`src/rtl/data_mem_pkg.sv`:
```
// Shared types and LFSR constants for the data-memory responder and its arbiter.
package data_mem_pkg;

  typedef enum logic [1:0] {IDLE, WAIT, RESP} state_t;
  typedef enum logic {OP_READ, OP_WRITE} op_t;

  localparam logic [15:0] LFSR_SEED = 16'hACE1;
  // Fibonacci taps 16,14,13,11 expressed as a bit mask over lfsr[15:0]
  localparam logic [15:0] LFSR_TAPS = 16'hB400;

  function automatic logic [15:0] lfsr_step(input logic [15:0] s);
    return {s[14:0], ^(s & LFSR_TAPS)};
  endfunction

endpackage

```
`src/rtl/data_mem_responder_rr_arbiter.sv`:
```
// Round-robin arbiter: searches upward from ptr+1 (wrapping) and returns the first requester.
module rr_arbiter #(
  parameter int N    = 1,
  parameter int IDXW = 1
) (
  input  logic [N-1:0]    req,
  input  logic [IDXW-1:0] ptr,
  output logic [N-1:0]    grant,
  output logic [IDXW-1:0] grant_idx,
  output logic            any
);

  always_comb begin
    grant     = '0;
    grant_idx = '0;
    any       = 1'b0;
    for (int i = 1; i <= N; i++) begin
      for (int j = 0; j < N; j++) begin
        if (!any && req[j] && (((int'(ptr) + i) % N) == j)) begin
          any       = 1'b1;
          grant[j]  = 1'b1;
          grant_idx = IDXW'(j);
        end
      end
    end
  end

endmodule

```
`src/rtl/data_mem_responder.sv`:
```
// Memory end of mem_if: CHANNELS four-phase read/write ports share one array, one access at a time.
// Define DATA_MEM_RAND_LATENCY_EN to add 0-3 LFSR-chosen WAIT cycles to every access.
module data_mem_responder
  import data_mem_pkg::*;
#(
  parameter int ADDR_BITS = 8,
  parameter int DATA_BITS = 8,
  parameter int CHANNELS  = 1,
  parameter int LATENCY   = 2
) (
  input  logic                          clk,
  input  logic                          reset,
  input  logic [CHANNELS-1:0]           read_valid,
  input  logic [CHANNELS*ADDR_BITS-1:0] read_address,
  output logic [CHANNELS-1:0]           read_ready,
  output logic [CHANNELS*DATA_BITS-1:0] read_data,
  input  logic [CHANNELS-1:0]           write_valid,
  input  logic [CHANNELS*ADDR_BITS-1:0] write_address,
  input  logic [CHANNELS*DATA_BITS-1:0] write_data,
  output logic [CHANNELS-1:0]           write_ready
);

  localparam int IDXW  = (CHANNELS > 1) ? $clog2(CHANNELS) : 1;
  localparam int CNTW  = $clog2(LATENCY + 3) + 1;
  localparam int DEPTH = 2 ** ADDR_BITS;

  state_t state, state_next;
  op_t    op;

  logic [IDXW-1:0]      cur, grant_ptr, grant_idx;
  logic [CHANNELS-1:0]  pending, grant;
  logic                 any_pending;
  logic [ADDR_BITS-1:0] addr;
  logic [DATA_BITS-1:0] wdata;
  logic [CNTW-1:0]      count, count_load;
  logic [DATA_BITS-1:0] mem [DEPTH];

  logic                 cur_valid, grant_read;
  logic [ADDR_BITS-1:0] grant_raddr, grant_waddr;
  logic [DATA_BITS-1:0] grant_wdata;
  logic                 latch, commit, release_ch;

  // A channel still holding ready is finishing its handshake and must not be re-granted.
  assign pending = (read_valid | write_valid) & ~(read_ready | write_ready);

  rr_arbiter #(.N(CHANNELS), .IDXW(IDXW)) u_arb (
    .req       (pending),
    .ptr       (grant_ptr),
    .grant     (grant),
    .grant_idx (grant_idx),
    .any       (any_pending)
  );

`ifdef DATA_MEM_RAND_LATENCY_EN
  logic [15:0] lfsr;

  always_ff @(posedge clk or posedge reset) begin
    if (reset) lfsr <= LFSR_SEED;
    else       lfsr <= lfsr_step(lfsr);
  end

  assign count_load = CNTW'(LATENCY - 1) + CNTW'(lfsr[1:0]);
`else
  assign count_load = CNTW'(LATENCY - 1);
`endif

  always_comb begin
    grant_read  = 1'b0;
    grant_raddr = '0;
    grant_waddr = '0;
    grant_wdata = '0;
    cur_valid   = 1'b0;
    for (int j = 0; j < CHANNELS; j++) begin
      if (grant[j]) begin
        grant_read  = read_valid[j];
        grant_raddr = read_address[j*ADDR_BITS +: ADDR_BITS];
        grant_waddr = write_address[j*ADDR_BITS +: ADDR_BITS];
        grant_wdata = write_data[j*DATA_BITS +: DATA_BITS];
      end
      if (cur == IDXW'(j)) cur_valid = (op == OP_READ) ? read_valid[j] : write_valid[j];
    end
  end

  always_ff @(posedge clk or posedge reset) begin
    if (reset) state <= IDLE;
    else       state <= state_next;
  end

  // Dropping the latched valid before commit aborts the access with no side effects.
  always_comb begin
    state_next = state;
    latch      = 1'b0;
    commit     = 1'b0;
    release_ch = 1'b0;
    unique case (state)
      IDLE: begin
        if (any_pending) begin
          state_next = WAIT;
          latch      = 1'b1;
        end
      end
      WAIT: begin
        if (!cur_valid) begin
          state_next = IDLE;
        end else if (count == '0) begin
          state_next = RESP;
          commit     = 1'b1;
        end
      end
      RESP: begin
        if (!cur_valid) begin
          state_next = IDLE;
          release_ch = 1'b1;
        end
      end
      default: state_next = IDLE;
    endcase
  end

  always_ff @(posedge clk or posedge reset) begin
    if (reset) begin
      cur         <= '0;
      op          <= OP_READ;
      addr        <= '0;
      wdata       <= '0;
      count       <= '0;
      grant_ptr   <= '0;
      read_ready  <= '0;
      write_ready <= '0;
      read_data   <= '0;
    end else begin
      if (latch) begin
        cur   <= grant_idx;
        op    <= grant_read ? OP_READ : OP_WRITE;
        addr  <= grant_read ? grant_raddr : grant_waddr;
        wdata <= grant_wdata;
        count <= count_load;
      end else if (state == WAIT && count != '0) begin
        count <= count - CNTW'(1);
      end
      if (release_ch) grant_ptr <= cur;
      for (int j = 0; j < CHANNELS; j++) begin
        if (cur == IDXW'(j)) begin
          if (commit && op == OP_READ) begin
            read_ready[j]                        <= 1'b1;
            read_data[j*DATA_BITS +: DATA_BITS]  <= mem[addr];
          end
          if (commit && op == OP_WRITE) write_ready[j] <= 1'b1;
          if (release_ch) begin
            read_ready[j]  <= 1'b0;
            write_ready[j] <= 1'b0;
          end
        end
      end
    end
  end

  // Writes land on the commit edge, so any later grant already sees the new word.
  always_ff @(posedge clk or posedge reset) begin
    if (reset) begin
      for (int i = 0; i < DEPTH; i++) mem[i] <= '0;
    end else if (commit && op == OP_WRITE) begin
      mem[addr] <= wdata;
    end
  end

endmodule

```
`config.mk`:
```
export PLATFORM = sky130hd
export DESIGN_NAME = data_mem_responder
export DESIGN_NICKNAME = d
export VERILOG_FILES = /design/src/rtl/data_mem_pkg.sv /design/src/rtl/data_mem_responder_rr_arbiter.sv /design/src/rtl/data_mem_responder.sv
export SDC_FILE = /design/constraint.sdc
export NUM_CORES = 2
export LEC_CHECK = 0
export CORE_MARGIN = 5
export CORE_UTILIZATION = 52
export DETAILED_ROUTE_END_ITERATION = 8
export PLACE_DENSITY_LB_ADDON = 0.1
export SLEW_MARGIN = 20
export SYNTH_ARGS = -nofsm -noshare
export SYNTH_HDL_FRONTEND = slang
export SYNTH_SLANG_ARGS = --single-unit
```
`constraint.sdc`:
```
create_clock -name clk -period 106.4 [get_ports clk]
set_input_delay 21.28 -clock clk [delete_from_list [all_inputs] [get_ports clk]]
set_output_delay 21.28 -clock clk [all_outputs]
set_load 0.03 [all_outputs]
```
; ---- Yosys cells after proc, flatten, opt, wreduce, memory -nomap -nowiden
; Cells that the tools add are included.
[totals]
inputBits = 28
out_inout_bits = 10
register_bits = 2081
word_cells = 321
[classes]
reduce_logical = 11
n_mux = 32
n_eq_ne = 5
bitwise = 6
n_addsub = 1
n_lt_le_gt_ge = 2
[ops]
columns = operator, n
row1 = $bwmux W2048, 1
row2 = $bmux W8 S8, 1
row3 = $demux W8 S8, 1
row4 = $mux W8, 7
row5 = $mux W1, 15
row6 = $ge A9 B9 Y1 const B, 1
row7 = $lt A9 B1 Y1 const B, 1
row8 = $not A8 Y9, 1
row9 = $mux W2, 4
row10 = $mux W4, 2
row11 = $pmux W2 S3, 1
row12 = $reduce_bool A2 Y1, 3
row13 = $logic_and A1 B1 Y1, 4
row14 = $logic_not A4 Y1, 1
row15 = $ne A2 B2 Y1 const B, 2
row16 = $reduce_bool A4 Y1, 1
row17 = $sub A4 B1 Y4 const B, 1
row18 = $ne A3 B3 Y1 const B, 1
row19 = $reduce_and A3 Y1, 1
row20 = $eq A2 B1 Y1 const B, 1
row21 = $eq A2 B2 Y1 const B, 1
row22 = $logic_not A2 Y1, 1
row23 = $not A1 Y1, 2
row24 = $or A1 B1 Y1, 2
row25 = $and A1 B1 Y1, 1

; ---- Longest topological paths before layout
[logic_depth]
word_depth = 7
ltp_mapped = 12
ltp_nobuf = 9

; ---- By module
; Synthesis repeated with hierarchy kept, for this count alone.
[hier_totals]
cells_unflattened = 6204
hier_area_um2 = 95409.0
[modules_own_cells]
columns = mod, cells_per_inst, area_per_inst_um2, seq_area_each_um2, instances
row1 = data_mem_responder, 6200, 95382.7, 52125.0, 1
row2 = rr_arbiter, 4, 26.3, 0.0, 1

; ---- Worst setup path after synthesis
; No wires, ideal clock.
[synth_timing]
kind = input to register
from = in write_valid
to = reg mem[1312] (netlist name)
setup_ps = 125
arrival_ps = 22724
required_time_ps = 106275
slack_ps = 83551
n_path_buf = 3
stages = 7
path_cell_list = nand3_1 > buf_2 > or3_1 > buf_4 > buf_12 > nor2_8 > mux2_2
[synth_via]
elab_chain_len = 4
[synth_lines]
columns = element, line_no
row1 = from (decl), data_mem_responder.sv:17  ; input logic [CHANNELS-1:0] write_valid,
row2 = $mux W1, data_mem_responder.sv:80  ; if (cur == IDXW'(j)) cur_valid = (op == OP_READ) ? read_valid[j] : write_valid[j];
row3 = $mux W1, data_mem_responder.sv:103  ; if (!cur_valid) begin
row4 = $mux W1, data_mem_responder.sv:95  ; unique case (state)
row5 = $logic_and A1 B1 Y1, data_mem_responder.sv:162  ; end else if (commit && op == OP_WRITE) begin
row6 = "to (signal, indexed assignment)", data_mem_responder.sv:163  ; mem[addr] <= wdata;
row7 = to (decl), data_mem_responder.sv:36  ; logic [DATA_BITS-1:0] mem [DEPTH];
; No other way between the ends.
; A chain may end at the register's enable or synchronous reset.

==> impl_metrics.tcl <==
set metrics [dict create \
    status "completed" \
    fin_cells 8639 \
    cts.clk_slew.worst_paths_ns 0.06 \
    fmax_mhz 37.8 \
    r2r_end "read_data[4]$_DFFE_PP0P_" \
    place_congestion 0.833 \
    synthTopCellsByArea "dfrtp_1 (55%), mux2_2 (23%), mux4_2 (11%)" \
    cp.required_ns 107.27 \
    cts_tree "done" \
    ir_drop_mv 0.0181 \
    post_drt_wl_per_cell_um 31.0 \
    yosysWarningCount 0 \
    start_util_pct 52.4 \
    synth_flop_cell "dfrtp_1" \
    drive_gt1_share_pct 48.4 \
    finClkSkew_ns 0.0363 \
    p_per_area_nw_per_um2 21.3 \
    post-cts-setup-buffer-count 0 \
    setup_viol 0 \
    core_um2 181000 \
    rsz0062_at_grt "false" \
    portBuffers 37 \
    drt_iter0_drc 4104 \
    numCtsBuffers 217 \
    hold_class "reg2reg" \
    yosys_register_bits 2081 \
    synth_seq_area_share_pct 54.8 \
    critical_path.max_fanout 173 \
    drcViolationCount 0 \
    top_level_ports 38 \
    grt_max_degree 208 \
    die-area_um2 191000 \
    clock_path_buffers 3 \
    syn_area_um2 95000 \
    ys_async_sr_fraction_pct 100 \
    via_per_inst 6.38 \
    synth_common_cells "dfrtp_1 (2081), mux2_2 (1971), mux4_2 (472)" \
    worstMarginPinSlew_ns 1.34 \
    vias 55083 \
    synth_most_common_cell "dfrtp_1" \
    cp.arrival_ns 27.31 \
    crit_path_end_kind "asynchronous set/reset pin" \
    dp_cells 8246 \
    power_mw 2.23 \
    fin_util_pct 57.9 \
    slew_violations 0 \
    place_area_um2 97500 \
    timing.final.crit_share_pct 24.8 \
    finalHoldViolations 0 \
    syn_to_final_growth_pct 10.3 \
    cts_sinks 2081 \
    r2r_cells 10 \
    antenna_found_initial 7 \
    fin_hold_ws_ns 0.482 \
    slew_headroom_pct 10.4 \
    clockRootBuffer "clkbuf_16" \
    cts-resized-gates 0 \
    grtUsageTotal_pct 28.2 \
    yosysTopAreaCell "dfrtp_1" \
    worstReg2RegStart "addr[1]$_DFFE_PP0P_" \
    final.min_clock_period_ns 26.44 \
    dpl.hpwl_mm 167 \
    synth_edf_count 0 \
    setup_slack_ns 79.96 \
    insertion_delay_ns 0.85 \
    syn_avg_cell_area_um2 15.4 \
    ant_nets 0 \
    final_area_um2 105000 \
    die_h_um 437 \
    pre_cts_slack_ns 78.89 \
    synthCells 6162 \
    grt_pass1_wl_mm 403 \
    dieWidth_um 437 \
    overflow 0 \
    row_count 156 \
    fin_tns_setup_ns 0 \
    synth_top_area_share_pct 54.8 \
    crit_start "reset" \
    p_leak_nw 51.0 \
    drv_cap 0 \
    nNetsFinal 6125 \
    htree_num_levels 4 \
    path_class "in2async" \
    cts_hold_buffers 0 \
    synth.distinct_cells 72 \
    synth.net_count 6192 \
    firstDrtPassIters 5 \
    crit_end "wdata[2]$_DFFE_PP0P_" \
    hold_path_startpoint "mem[1056]$_DFFE_PP0P_" \
    routed_wl_mm 267 \
    first_global_vias 57394 \
    reg2reg_slack_ns 100.54 \
    cp-start-kind "input pin" \
]
power by group:
| group | switching (mW) | internal (mW) | total [mW] |
|---|---|---|---|
| Combinational | 0.447 | 0.159 | 0.606 |
| Sequential | 0.0471 | 0.806 | 0.853 |
| Clock | 0.317 | 0.457 | 0.774 |
final cells by class:
type | instances | area [um^2]
well taps | 2370 | 2970
clock inverters | 50 | 701
clock buffers | 342 | 6570
diodes | 1 | 2.50
repair buffers | 166 | 1450
multi-input cells | 3621 | 40900
fillers | 14226 | 76300
inverters | 8 | 42.5
flip-flops and latches | 2081 | 52100
routing by layer:
layer / vias to the layer above / global-route usage (%) / wire length (um)
met5: - / 0.529 / 167
met4: 6 / 10.0 / 10300
met3: 470 / 5.27 / 15600
met2: 1443 / 43.5 / 124000
met1: 30216 / 40.5 / 117000
li1: 22948 / - / -
layout by cell type, fill, tap and decap left out, types with 37 or more instances in the layout:
cell                n
dfrtp_1          2067
mux2_2           1971
mux4_2            472
nand2_1           336
clkbuf_16         221
mux2i_1           165
buf_4             118
mux2_1             85
o22ai_1            73
clkbuf_1           63
clkbuf_8           58
nor2_1             55
a22oi_1            44
clkdlybuf4s50_1    37
critical path, cell delays in order:
cell             delay, ns
clkdlybuf4s50_1       0.50
inv_8                 0.55
buf_4                 0.78
buf_4                 0.77
buf_12                0.72
buf_12                0.66
buf_4                 0.86
buf_4                 0.63
worst min path at each step:
stage                            end  slack, ns  depth (start not counted)
6_report       mem[1056]$_DFFE_PP0P_       0.48                          1
5_1_grt        mem[1692]$_DFFE_PP0P_       0.50                          1
4_1_cts        mem[1060]$_DFFE_PP0P_       0.48                          1
3_5_place_dp   mem[1060]$_DFFE_PP0P_       0.47                          1
3_3_place_gp   mem[1058]$_DFFE_PP0P_       0.46                          1
2_1_floorplan  mem[1415]$_DFFE_PP0P_       0.45                          1
state kept, by name, indices dropped and copies added (netlist names):
signal and count:
read_data 8, read_ready 1, addr 8, op 1
wdata 8, write_ready 1, state 2, mem 2048
count 4
logic make-up (layout without fill, tap and decap cells):
group / count (synthesis) / count (layout) / share of synthesized area [%]
simple gates: 615 / 615 / 3.27
buf+inv: 460 / 566 / 2.20
flops: 2081 / 2081 / 54.8
xor+xnor: 3 / 3 / 0.0277
other cells: 0 / 1 / 0
mux: 2693 / 2693 / 37.3
fa+ha+maj: 2 / 2 / 0.0263
compound gates: 308 / 308 / 2.34
(Power assumes the default switching activity.)
